$ cat src/rtl/exec_pkg.sv
// exec_pkg: shared types and defaults for the execute stage
package exec_pkg;
  localparam int DATA_W = 16;
  localparam int REG_W = 3;
  localparam int FLAG_C = 3;
  localparam int FLAG_V = 2;
  localparam int FLAG_N = 1;
  localparam int FLAG_Z = 0;
  typedef enum logic [2:0] {ADD, SUB, SHL, SHR, SRA, AND, OR, XOR} alu_op_t;
  typedef struct packed {
    logic [DATA_W-1:0] result;
    logic [3:0] flags;
    logic [REG_W-1:0] dest_reg;
    logic set_flags;
  } exec_entry_t;
endpackage

$ cat src/rtl/alu_exec_stage_if.sv
// alu_exec_stage_if: upstream/downstream handshake bundle; Fwd* present only with EXEC_FWD_EN
interface alu_exec_stage_if import exec_pkg::*; #(parameter int DATA_W = 16, parameter int REG_W = 3);
  logic InValid;
  logic InReady;
  alu_op_t InOperation;
  logic [DATA_W-1:0] InOperand1;
  logic [DATA_W-1:0] InOperand2;
  logic [REG_W-1:0] InDestReg;
  logic InSetFlags;
  logic OutValid;
  logic OutReady;
  logic [DATA_W-1:0] OutResult;
  logic [3:0] OutFlags;
  logic [REG_W-1:0] OutDestReg;
  logic [3:0] FlagsReg;
`ifdef EXEC_FWD_EN
  logic FwdValid;
  logic [REG_W-1:0] FwdDestReg;
  logic [DATA_W-1:0] FwdResult;
`endif
  modport master(
    output InValid, InOperation, InOperand1, InOperand2, InDestReg, InSetFlags, OutReady,
    input InReady, OutValid, OutResult, OutFlags, OutDestReg, FlagsReg
`ifdef EXEC_FWD_EN
    , FwdValid, FwdDestReg, FwdResult
`endif
  );
  modport slave(
    input InValid, InOperation, InOperand1, InOperand2, InDestReg, InSetFlags, OutReady,
    output InReady, OutValid, OutResult, OutFlags, OutDestReg, FlagsReg
`ifdef EXEC_FWD_EN
    , FwdValid, FwdDestReg, FwdResult
`endif
  );
endinterface

$ cat src/rtl/alu.sv
// alu: 16-bit combinational alu; C is carry-out on ADD and borrow on SUB, C/V are 0 for other ops
module alu import exec_pkg::*; (
  input alu_op_t op,
  input logic [15:0] a,
  input logic [15:0] b,
  output logic [15:0] result,
  output logic [3:0] flags
);
  logic [16:0] sum;
  logic [16:0] diff;
  logic c;
  logic v;
  always_comb begin
    sum = {1'b0, a} + {1'b0, b};
    diff = {1'b0, a} - {1'b0, b};
    c = 1'b0;
    v = 1'b0;
    result = '0;
    case (op)
      ADD: begin
        result = sum[15:0];
        c = sum[16];
        v = (a[15] == b[15]) & (sum[15] != a[15]);
      end
      SUB: begin
        result = diff[15:0];
        c = diff[16];
        v = (a[15] != b[15]) & (diff[15] != a[15]);
      end
      SHL: result = a << b[3:0];
      SHR: result = a >> b[3:0];
      SRA: result = $signed(a) >>> b[3:0];
      AND: result = a & b;
      OR: result = a | b;
      XOR: result = a ^ b;
      default: result = '0;
    endcase
    flags = '0;
    flags[FLAG_C] = c;
    flags[FLAG_V] = v;
    flags[FLAG_N] = result[15];
    flags[FLAG_Z] = result == '0;
  end
endmodule

$ cat src/rtl/exec_skid.sv
// exec_skid: 2-entry skid buffer (main feeds output, skid catches one op while output stalls); skid_data only with EXEC_FWD_EN
module exec_skid import exec_pkg::*; #(parameter type T = exec_entry_t) (
  input logic clk,
  input logic rst_n,
  input logic in_valid,
  input T in_data,
  input logic out_ready,
  output logic out_valid,
  output T out_data,
  output logic skid_valid
`ifdef EXEC_FWD_EN
  , output T skid_data
`endif
);
  logic main_v_q, main_v_d, skid_v_q, skid_v_d;
  logic accept, retire, take;
  T main_q, main_d, skid_q, skid_d;
  always_comb begin
    accept = in_valid & ~skid_v_q;
    retire = main_v_q & out_ready;
    take = ~main_v_q | retire;
    main_v_d = take ? (skid_v_q | accept) : 1'b1;
    main_d = (take & skid_v_q) ? skid_q : (take & accept) ? in_data : main_q;
    skid_v_d = skid_v_q ? ~retire : (accept & ~take);
    skid_d = (accept & ~take) ? in_data : skid_q;
  end
  always_ff @(posedge clk or negedge rst_n) begin
    if (!rst_n) begin
      main_v_q <= 1'b0;
      skid_v_q <= 1'b0;
      main_q <= '0;
      skid_q <= '0;
    end else begin
      main_v_q <= main_v_d;
      skid_v_q <= skid_v_d;
      main_q <= main_d;
      skid_q <= skid_d;
    end
  end
  assign out_valid = main_v_q;
  assign out_data = main_q;
  assign skid_valid = skid_v_q;
`ifdef EXEC_FWD_EN
  assign skid_data = skid_q;
`endif
endmodule

$ cat src/rtl/alu_exec_stage.sv
// alu_exec_stage: registered execute stage (alu + skid buffer + flags register); EXEC_FWD_EN adds Fwd* bypass outputs
module alu_exec_stage import exec_pkg::*; #(
  parameter int DATA_W = exec_pkg::DATA_W,
  parameter int REG_W = exec_pkg::REG_W
) (
  input logic Clock,
  input logic ResetN,
  alu_exec_stage_if.slave bus
);
  if (DATA_W != 16) begin : g_bad_width
    $fatal(1, "alu_exec_stage: DATA_W must be 16");
  end
  typedef struct packed {
    logic [DATA_W-1:0] result;
    logic [3:0] flags;
    logic [REG_W-1:0] dest_reg;
    logic set_flags;
  } entry_t;
  logic [DATA_W-1:0] alu_result;
  logic [3:0] alu_flags;
  logic main_v, skid_v;
  logic [3:0] flags_q, flags_d;
  entry_t in_e, main_e;
  alu u_alu (
    .op(bus.InOperation),
    .a(bus.InOperand1),
    .b(bus.InOperand2),
    .result(alu_result),
    .flags(alu_flags)
  );
  assign in_e = '{result: alu_result, flags: alu_flags, dest_reg: bus.InDestReg, set_flags: bus.InSetFlags};
`ifdef EXEC_FWD_EN
  entry_t skid_e;
`endif
  exec_skid #(.T(entry_t)) u_skid (
    .clk(Clock),
    .rst_n(ResetN),
    .in_valid(bus.InValid),
    .in_data(in_e),
    .out_ready(bus.OutReady),
    .out_valid(main_v),
    .out_data(main_e),
    .skid_valid(skid_v)
`ifdef EXEC_FWD_EN
    , .skid_data(skid_e)
`endif
  );
  assign bus.InReady = ~skid_v;
  assign bus.OutValid = main_v;
  assign bus.OutResult = main_e.result;
  assign bus.OutFlags = main_e.flags;
  assign bus.OutDestReg = main_e.dest_reg;
  always_comb flags_d = (main_v & bus.OutReady & main_e.set_flags) ? main_e.flags : flags_q;
  always_ff @(posedge Clock or negedge ResetN) begin
    if (!ResetN) flags_q <= '0;
    else flags_q <= flags_d;
  end
  assign bus.FlagsReg = flags_q;
`ifdef EXEC_FWD_EN
  // a younger write to the same register sits in skid, so main's value is already stale
  assign bus.FwdValid = main_v & ~(skid_v & (skid_e.dest_reg == main_e.dest_reg));
  assign bus.FwdDestReg = main_e.dest_reg;
  assign bus.FwdResult = main_e.result;
`endif
endmodule
$ cat src/flat_wrapper.sv
// flat-port wrapper written by rule: the top's interface ports become plain ports
module alu_exec_stage_flat import exec_pkg::*;
#(
  parameter int DATA_W = exec_pkg::DATA_W,
  parameter int REG_W = exec_pkg::REG_W
)
  (Clock, ResetN, bus_InValid, bus_InOperation, bus_InOperand1, bus_InOperand2, bus_InDestReg, bus_InSetFlags, bus_OutReady, bus_InReady, bus_OutValid, bus_OutResult, bus_OutFlags, bus_OutDestReg, bus_FlagsReg);
  alu_exec_stage_if #(.DATA_W(DATA_W), .REG_W(REG_W)) bus_i ();
  input logic Clock;
  input logic ResetN;
  input wire logic [$bits(bus_i.InValid)-1:0] bus_InValid;
  input wire logic [$bits(bus_i.InOperation)-1:0] bus_InOperation;
  input wire logic [$bits(bus_i.InOperand1)-1:0] bus_InOperand1;
  input wire logic [$bits(bus_i.InOperand2)-1:0] bus_InOperand2;
  input wire logic [$bits(bus_i.InDestReg)-1:0] bus_InDestReg;
  input wire logic [$bits(bus_i.InSetFlags)-1:0] bus_InSetFlags;
  input wire logic [$bits(bus_i.OutReady)-1:0] bus_OutReady;
  output wire logic [$bits(bus_i.InReady)-1:0] bus_InReady;
  output wire logic [$bits(bus_i.OutValid)-1:0] bus_OutValid;
  output wire logic [$bits(bus_i.OutResult)-1:0] bus_OutResult;
  output wire logic [$bits(bus_i.OutFlags)-1:0] bus_OutFlags;
  output wire logic [$bits(bus_i.OutDestReg)-1:0] bus_OutDestReg;
  output wire logic [$bits(bus_i.FlagsReg)-1:0] bus_FlagsReg;
  assign bus_i.InValid = bus_InValid;
  assign bus_i.InOperation = bus_InOperation;
  assign bus_i.InOperand1 = bus_InOperand1;
  assign bus_i.InOperand2 = bus_InOperand2;
  assign bus_i.InDestReg = bus_InDestReg;
  assign bus_i.InSetFlags = bus_InSetFlags;
  assign bus_i.OutReady = bus_OutReady;
  assign bus_InReady = bus_i.InReady;
  assign bus_OutValid = bus_i.OutValid;
  assign bus_OutResult = bus_i.OutResult;
  assign bus_OutFlags = bus_i.OutFlags;
  assign bus_OutDestReg = bus_i.OutDestReg;
  assign bus_FlagsReg = bus_i.FlagsReg;
  alu_exec_stage #(.DATA_W(DATA_W), .REG_W(REG_W)) u_core (.Clock(Clock), .ResetN(ResetN), .bus(bus_i));
endmodule
$ cat config.mk
export PLATFORM = sky130hd
export DESIGN_NAME = alu_exec_stage_flat
export DESIGN_NICKNAME = d
export VERILOG_FILES = /design/src/rtl/exec_pkg.sv /design/src/rtl/alu_exec_stage_if.sv /design/src/rtl/alu.sv /design/src/rtl/exec_skid.sv /design/src/rtl/alu_exec_stage.sv /design/src/flat_wrapper.sv
export SDC_FILE = /design/constraint.sdc
export NUM_CORES = 1
export LEC_CHECK = 0
export CORE_MARGIN = 3
export CORE_UTILIZATION = 39
export DETAILED_ROUTE_END_ITERATION = 12
export DONT_BUFFER_PORTS = 1
export PLACE_DENSITY_LB_ADDON = 0.15
export SYNTH_ARGS = -nofsm -noshare
export SYNTH_HDL_FRONTEND = slang
export SYNTH_HIERARCHICAL = 1
export SYNTH_SLANG_ARGS = --single-unit
$ cat constraint.sdc
create_clock -name Clock -period 2.2 [get_ports Clock]
set_input_delay 0.33 -clock Clock [delete_from_list [all_inputs] [get_ports Clock]]
set_output_delay 0.33 -clock Clock [all_outputs]
set_load 0.05 [all_outputs]
; ---- Word level (Yosys, flattened, before mapping)
; Cells that the tools add are included.
; Widths: inputs -> output; s select.
[word_totals]
elab_cells = 54
inputBits = 43
output_inout_bits = 29
regBits = 54
[op_classes]
n_shift = 3
addsub = 2
reduce_logical = 3
n_eq_ne = 11
mux = 7
bitwise_logic = 17
[ops]
columns = op, n
row1 = $pmux 16 s8, 1
row2 = $mux 24, 2
row3 = $add 16x16->17, 1
row4 = $sub 16x16->17, 1
row5 = $and 16x16->16, 1
row6 = $logic_not 16->1, 1
row7 = $or 16x16->16, 1
row8 = $shl 16x4->16, 1
row9 = $shr 16x4->16, 1
row10 = $sshr 16x4->16, 1
row11 = $xor 16x16->16, 1
row12 = $eq 3x3->1 const B, 4
row13 = $and 1x1->1, 8
row14 = $eq 3x2->1 const B, 2
row15 = $not 1->1, 4
row16 = $pmux 1 s2, 2
row17 = $eq 3x1->1 const B, 1
row18 = $logic_not 3->1, 1
row19 = $ne 1x1->1, 3
row20 = $mux 1, 2
row21 = $or 1x1->1, 2
row22 = $reduce_bool 2->1, 1
row23 = $eq 1x1->1, 1

; ---- Logic depth before layout (Yosys ltp)
; Gate-level depths: netlist (run 1).
[depth]
depth_word = 6
ltp_mapped = 18
depth_no_buf = 14

; ---- Hierarchy
; Netlist (run 1), hierarchy kept.
[by_module_without_submodules]
columns = mod, cells_each, area_each_um2, instances
row1 = alu, 592, 4499.3, 1
row2 = exec_skid, 137, 2168.3, 1
row3 = alu_exec_stage, 10, 158.9, 1

; ---- Worst setup path before layout (run 1)
; Ideal clock, no wire load.
[synth_timing]
path_type = input to register
startpoint = in bus_InOperand2[2]
endpoint = reg u_core.u_skid.main_q, in the netlist u_core/u_skid/out_data[4]
arrival_ps = 4189
n_path_buf = 4
setup_ps = 67
path_slack_ps = -2056
cell_stages = 17
cell_sequence = clkbuf_2 -> inv_1 -> clkbuf_1 -> clkbuf_1 -> ha_1 -> clkbuf_1 -> o21ba_1 -> or4_1 -> nand2_1 -> a311oi_1 -> a221o_2 -> a2111oi_4 -> o2111ai_1 -> or4_1 -> nor4_2 -> mux2_2 -> mux2_2
[synth_between]
elab_chain_len = 5
word_cells_on_any_way = 12
[synth_rtl]
columns = element, line
row1 = from (decl), flat_wrapper.sv:14  ; input wire logic [$bits(bus_i.InOperand2)-1:0] bus_InOperand2;
row2 = "$sub 16x16->17, or another cell as far along", alu.sv:15  ; diff = {1'b0, a} - {1'b0, b};
row3 = $pmux 16 s8 *, alu.sv:19  ; case (op)
row4 = $logic_not 16->1 *, alu.sv:42  ; flags[FLAG_Z] = result == '0;
row5 = via u_core.alu_flags[0], alu_exec_stage.sv:20  ; logic [3:0] alu_flags;
row6 = $mux 24 * (2 in series), exec_skid.sv:23  ; main_d = (take & skid_v_q) ? skid_q : (take & accept) ? in_data : main_q;
row7 = to (signal assigned), exec_skid.sv:36  ; main_q <= main_d;
row8 = to (decl), exec_skid.sv:17  ; T main_q, main_d, skid_q, skid_d;
; The timed path passes the listed nets; every way through them passes the cells marked *. The select of a mux whose other input is x is not followed.
; A chain may end at the register's enable or synchronous reset.

; ---- Final worst setup path (run 1)
[layout_timing]
startpoint = in bus_InOperand1[0]
endpoint = reg u_core.u_skid.main_q, in the netlist u_core/u_skid/out_data[4]
[layout_between]
elab_chain_len = 5
word_cells_on_any_way = 12
[layout_rtl]
columns = element, line
row1 = from (decl), flat_wrapper.sv:13  ; input wire logic [$bits(bus_i.InOperand1)-1:0] bus_InOperand1;
row2 = "$sub 16x16->17, or another cell as far along", alu.sv:15
row3 = $pmux 16 s8 *, alu.sv:19
row4 = $logic_not 16->1 *, alu.sv:42
row5 = via u_core.alu_flags[0], alu_exec_stage.sv:20
row6 = $mux 24 * (2 in series), exec_skid.sv:23
; Marks and branches as above.

==> results.yml, run 1 <==
sta:
  worstMarginPinSlew_ps: 773.0
  finalCritPeriodShare: 1.539
  rsz0062_at_grt: "true"
  fmax_mhz: 295.3
  setup_viol: 30
  min_period_ps: 3386
  maxSlewHeadroom: 0.4827
  drv_slew: 0
  tns_ps: -15180
  fin_ws_ps: -1186
  hold_viol_final: 0
  finalClockSkew_ps: 5.660
  hold_ws_ps: 121.0
place:
  dp_cells: 1106
  place_congestion: 0.9736
  port-buffer-count: 0
  hpwl_um: 18480
setup_path:
  cp-start-kind: "input port"
  cp_slowest_stage_delay_ps: 470
  end_kind: "register"
  crit_type: "in2reg"
  r2r.worst_path.cells: 4
  worstPathMaxFanout: 5
  r2r-start: "u_core/u_skid/out_valid"
  r2r_slack_ps: 610
  critPathSlowestCell: "or4_4"
  r2r-end: "u_core/u_skid/out_data[10]"
  crit_chain: "inv_12 > ha_4 > fa_2 > o21ba_4 > or4_4 > nand2_4 > a311oi_2 > a221o_2 > a2111oi_4 > o2111ai_2 > or4_4 > nor4_4 > mux2_4 > mux2_4"
  critPathArrivalTime_ps: 3620
  cp_num_buf_inv: 1
  cp_top_family: "compound AO/OA/AOI/OAI gates"
  worstPathRequired_ps: 2430
grt:
  antenna_found_initial: 0
  grt_max_degree: 55
  grt_pass1_wl_um: 38760
  grtUsageTotal: 0.2477
  grt_overflow: 0
  grt_pass1_vias: 6882
layout:
  diodes: 0
  postLayoutCoreUtil: 0.5590
  final_nets: 1003
  layout-drive-gt1-share: 0.5011
  area_growth_pct: 38.21
  final_cells: 1130
power:
  vdd_drop_max_mv: 0.6380
  p_leak_nw: 4.176
  pwr_density_cell_nw_per_um2: 574.4
  p_total_mw: 5.419
floorplanning:
  initial_utilization: 0.4045
  pin_count: 72
  dieHeight_um: 138.3
  rows: 47
  core_region_area_um2: 16880
  dieArea_um2: 19130
  die_x_um: 138.3
worst_hold_path:
  whs_path_depth: 1
  min_to: "u_core/u_skid/skid_valid"
  hp-class: "in2reg"
  min_from: "bus_OutReady"
clock_tree:
  cts_max_path_buffers: 2
  clock-root-buffer: "clkbuf_16"
  h-tree-depth: 2
  clk_latency_ps: 290
  cts_tree: "built"
  cts.sinks: 54
  cts_made_buffers: 5
  cts.clk_slew.worst_paths_ps: 70
synth:
  synth-edff-count: 0
  ys_seq_area_frac: 0.1979
  synth_common_cells: "81 x mux2_2, 57 x nor2_1, 55 x inv_1"
  yosys-top-cells-area: "dfrtp_1 20%, mux2_2 13%, ha_1 9.0%"
  ys_types: 95
  yosysWarnings: 6
  synth.most_common_cell: "mux2_2"
  syn_nets: 833
  synth.avg_cell_area_um2: 9.238
  synthCells: 739
  syn_area_um2: 6827
  yosysTopAreaCellShare: 0.1979
  synth_top_area_cell: "dfrtp_1"
  synth_ff_type: "dfrtp_1"
  ys_seq_elements: 54
  synth-async-reset-ratio: 1.000
run:
  max-cap-violations: 0
route:
  drc: 0
  drtIter0Drc: 561
  vias_per_cell: 5.971
  firstDrtPassIters: 6
  wire_per_inst_um: 21.63
  dr_total_vias: 6747
  drtAntennaViolNets: 0
  totalWireLength_um: 24440
status:
  violations: "negative setup slack"
  outcome: "finished with violations"
-- what timing repair did --
action                                 in CTS  in global routing
setup endpoints to repair                  35                 31
endpoints found under the hold margin      54                  0
pin swaps                                  36                 16
gates resized for setup                   112                 29
hold buffers                                2                  0
buffers inserted                           17                  5
-- how the worst max path moves through the flow --
stage	to	start	cells after the start	slack, ps
finish	u_core/u_skid/out_data[4]	bus_InOperand1[0]	14	-1190
detailed placement	u_core/u_skid/out_data[4]	bus_InOperand1[0]	14	-1560
global placement	u_core/u_skid/out_data[4]	bus_InOperand1[0]	14	-1480
global route	u_core/u_skid/out_data[4]	bus_InOperand1[0]	14	-1260
CTS	u_core/u_skid/out_data[4]	bus_InOperand1[0]	14	-1130
floorplan	u_core/u_skid/out_data[4]	bus_InOperand2[2]	17	-1490
-- routing by layer --
layer / track usage / wire [um] / vias up
met5: 0 / 0 / -
met4: 0.04576 / 365 / 0
met3: 0.04972 / 1904 / 35
met2: 0.4129 / 11600 / 272
met1: 0.3376 / 10570 / 3332
li1: - / - / 3108
-- cell families (layout without fill, tap and decap cells) --
logic type	count (synthesis)	in the layout	synth area share
simple gates	190	190	0.1461
flops	54	54	0.1979
mux	134	134	0.2548
xor+xnor	6	6	0.007699
fa+ha+maj	51	51	0.09568
buf+inv	111	282	0.09036
compound gates	193	193	0.2075
-- where the power goes --
group	internal, mW	switching [mW]
combinational	1.40	1.06
sequential	1.31	0.856
clock	0.428	0.359
-- flip-flops by register name, summed over array words and instances, names as in the netlist --
| signal | cells |
|---|---|
| u_core/bus.FlagsReg | 4 |
| u_core/u_skid/out_data | 24 |
| u_core/u_skid/out_valid | 1 |
| u_core/u_skid/skid_q | 24 |
| u_core/u_skid/skid_valid | 1 |
-- layout make-up --
| class | instances | area, um^2 |
|---|---|---|
| fillers | 1472 | 7442 |
| multi-input cells | 574 | 5674 |
| repair buffers | 217 | 1732 |
| flip-flops and latches | 54 | 1351 |
| well taps | 220 | 275.3 |
| inverters | 57 | 252.7 |
| clock buffers | 5 | 125.1 |
| clock inverters | 3 | 25.02 |
-- layout by cell type, fill, tap and decap left out, types with 8 or more instances in the layout --
cell type and count:
a21oi_1 26, a21oi_2 12, a22oi_1 10, buf_4 196, buf_6 18, dfrtp_1 54
ha_1 38, ha_4 11, inv_1 43, inv_2 8, mux2_2 49, mux2_4 33
mux2i_1 25, mux4_2 22, nand2_1 29, nand2b_1 10, nand3_1 13, nor2_1 53
nor3_1 19, o21ai_0 24
-- through the flow --
step	setup slack, ps	instance area (um^2)
after global placement	-1476	8457
after floorplan	-1490	7146
after global routing	-1259	9435
after detailed placement	-1565	8457
after CTS	-1127	9275
final	-1186	9435
No activity file was read; power rests on OpenSTA's default activity.
==> run 2, diff against run 1 <==
ABC_AREA = 1   (was unset)
==> run 2 against run 1 <==
  * The flow now finishes without violations
  * Clock power is 11% higher
  * Worst hold slack better by 56 ps
  * Synthesized cell count is 66% higher
  * Largest cell class unchanged
==> results.yml, run 2 <==
status:
  outcome: "finished clean"
clock_tree:
  clock-root-buffer: "clkbuf_16"
  h-tree-depth: 2
  cts_tree: "built"
  cts.sinks: 54
  cts.clk_slew.worst_paths_ps: 70
  clk_latency_ps: 290
  cts_made_buffers: 5
  cts_max_path_buffers: 2
synth:
  syn_area_um2: 6915
  synth_common_cells: "438 x nand2_1, 162 x nand3_1, 148 x inv_1"
  synth.most_common_cell: "nand2_1"
  synth-async-reset-ratio: 1.000
  synth_ff_type: "dfrtp_1"
  yosysWarnings: 6
  synthCells: 1225
  yosysTopAreaCellShare: 0.2377
  synth-edff-count: 0
  syn_nets: 1319
  ys_types: 36
  synth.avg_cell_area_um2: 5.645
  ys_seq_area_frac: 0.1954
  synth_top_area_cell: "nand2_1"
  yosys-top-cells-area: "nand2_1 24%, dfrtp_1 20%, nand3_1 12%"
  ys_seq_elements: 54
setup_path:
  cp-start-kind: "input port"
  crit_type: "in2reg"
  worstPathRequired_ps: 2390
  end_kind: "register"
  r2r-end: "u_core/u_skid/skid_q[9]"
  worstPathMaxFanout: 4
  critPathArrivalTime_ps: 2260
  r2r-start: "u_core/u_skid/skid_valid"
  r2r.worst_path.cells: 5
  r2r_slack_ps: 720
route:
  dr_total_vias: 7982
  firstDrtPassIters: 6
  wire_per_inst_um: 15.80
  vias_per_cell: 5.127
  drc: 0
  drtAntennaViolNets: 0
  drtIter0Drc: 671
  totalWireLength_um: 24610
grt:
  grt_pass1_wl_um: 39140
  grtUsageTotal: 0.2479
  antenna_found_initial: 0
  grt_overflow: 0
  grt_max_degree: 55
  grt_pass1_vias: 7345
worst_hold_path:
  hp-class: "in2reg"
  whs_path_depth: 2
  min_to: "u_core/u_skid/out_valid"
  min_from: "bus_InValid"
power:
  power_frac_clock: 0.171
  p_int_mw: 2.708
  p_sw_mw: 2.416
  vdd_drop_max_mv: 0.5524
  p_leak_nw: 4.823
  combPwrFrac: 0.417
  pwr-share-seq: 0.412
  p_sw_frac: 0.4715
  pwr_density_cell_nw_per_um2: 595.6
place:
  placed_area_um2: 8041
  hpwl_um: 19700
  port-buffer-count: 0
  place_congestion: 0.9545
  pre_cts_slack_ps: -290.0
layout:
  stdcell_area_um2: 8602
  layout-drive-gt1-share: 0.2035
  final_nets: 1426
  layout_commonest_cell: "nand2_1"
  final_cell_mix: "419 x nand2_1, 149 x nand3_1, 146 x buf_4"
  area_growth_pct: 24.39
  diodes: 0
sta:
  worstMarginPinSlew_ps: 581.3
  min_period_ps: 2073
  tns_ps: 0
  fmax_mhz: 482.3
  drv_slew: 0
  finalCritPeriodShare: 0.9425
  finalClockSkew_ps: 7.586
  setup_viol: 0
  maxSlewHeadroom: 0.6111
  hold_viol_final: 0
  rsz0062_at_grt: "true"
  fin_ws_ps: 126.5
floorplanning:
  rows: 48
  die_x_um: 139.2
  dieHeight_um: 139.2
  initial_utilization: 0.3984
  core_region_area_um2: 17360
  pin_count: 72
  dieArea_um2: 19370
run:
  max-cap-violations: 0
-- run 2: cell types whose count changed after synthesis, sizes merged, moves of 14 or more --
| cell | change |
|---|---|
| mux4 | -23 |
| inv | +105 |
| nand2 | +414 |
| buf | +22 |
| o21ai | +18 |
| mux2 | -85 |
| clkbuf | -25 |
| mux2i | -26 |
| nor3 | -14 |
| nand4 | +17 |
| nand3 | +150 |
| nor2 | +93 |
-- run 2: critical path: stages --
cell	delay, ps
ha_1	210
fa_2	390
nand3_2	110
nand3_4	100
nand2_2	100
nand2_4	70
nand2_2	90
a21oi_2	80
nor2_1	130
nor2_1	50
o21ai_1	120
o31ai_1	80
buf_4	150
inv_1	70
nand2_1	50
nand2_1	80
nand2_1	40
-- run 2: power by group through the flow --
stage | Clock, mW | Combinational, mW | Sequential, mW
after CTS | 0.900 | 2.00 | 2.12
after global placement | 0 | 1.95 | 2.12
after detailed placement | 0 | 1.96 | 2.13
after global routing | 0.942 | 2.41 | 2.15
after floorplan | 0 | 1.33 | 2.09
final | 0.876 | 2.14 | 2.11
-- run 2: cell families after synthesis --
group	Yosys count	share of synthesized area
adders and majority gates	51	0.09445
and+or+nand+nor	799	0.4854
xor gates and xnor gates	1	0.001267
DFF	54	0.1954
buffers and inverters	212	0.1370
AOI/OAI and AO/OA	108	0.08649
-- run 2: stage by stage --
step	power (mW)	hold slack, ps	util	std cells
after global placement	4.070	35.52	0.4633	1542
after floorplan	3.424	34.41	-	1225
after detailed placement	4.095	35.55	0.4633	1542
after CTS	5.016	172.8	0.4749	1551
after global routing	5.504	182.5	0.4956	1557
final	5.123	176.8	0.4956	1557
-- run 2: how the worst max path moves through the flow --
stage | start | slack, ps | cells after the start | end
4_1_cts | bus_InOperand1[0] | 10 | 20 | u_core/u_skid/out_data[4]
2_1_floorplan | bus_InOperand2[3] | -9 | 23 | u_core/u_skid/out_data[4]
6_report | bus_InOperand1[0] | 130 | 17 | u_core/u_skid/out_data[7]
3_3_place_gp | bus_InOperand1[8] | -290 | 19 | u_core/u_skid/out_data[4]
5_1_grt | bus_InOperand1[0] | -40 | 19 | u_core/u_skid/out_data[4]
3_5_place_dp | bus_InOperand1[0] | -290 | 20 | u_core/u_skid/out_data[4]
-- run 2: final cells by class --
type / count / area (um^2)
repair buffers: 151 / 1185
fillers: 1841 / 8755
clock inverters: 2 / 38.79
inverters: 161 / 613.1
well taps: 225 / 281.5
clock buffers: 5 / 125.1
flip-flops and latches: 54 / 1351
multi-input cells: 959 / 5007
-- run 2: routing by layer --
layer / global-route usage / wire [um]
met5: 0 / 0
met4: 0.04995 / 463
met3: 0.03138 / 1608
met2: 0.3945 / 11030
met1: 0.3619 / 11500
-- run 2: repair_timing --
action                                  in CTS  in global routing
hold endpoints to repair                    54                  0
buffers inserted                             0                  6
resized for setup                            0                 78
endpoints found under the setup margin       0                 20
hold buffers                                 2                  0
==> run 3, diff against run 2 <==
ABC_AREA = unset   (was 1)
==> results of run 3 <==
Same layout as run 1: the final DEF is identical, and so are final timing and power.
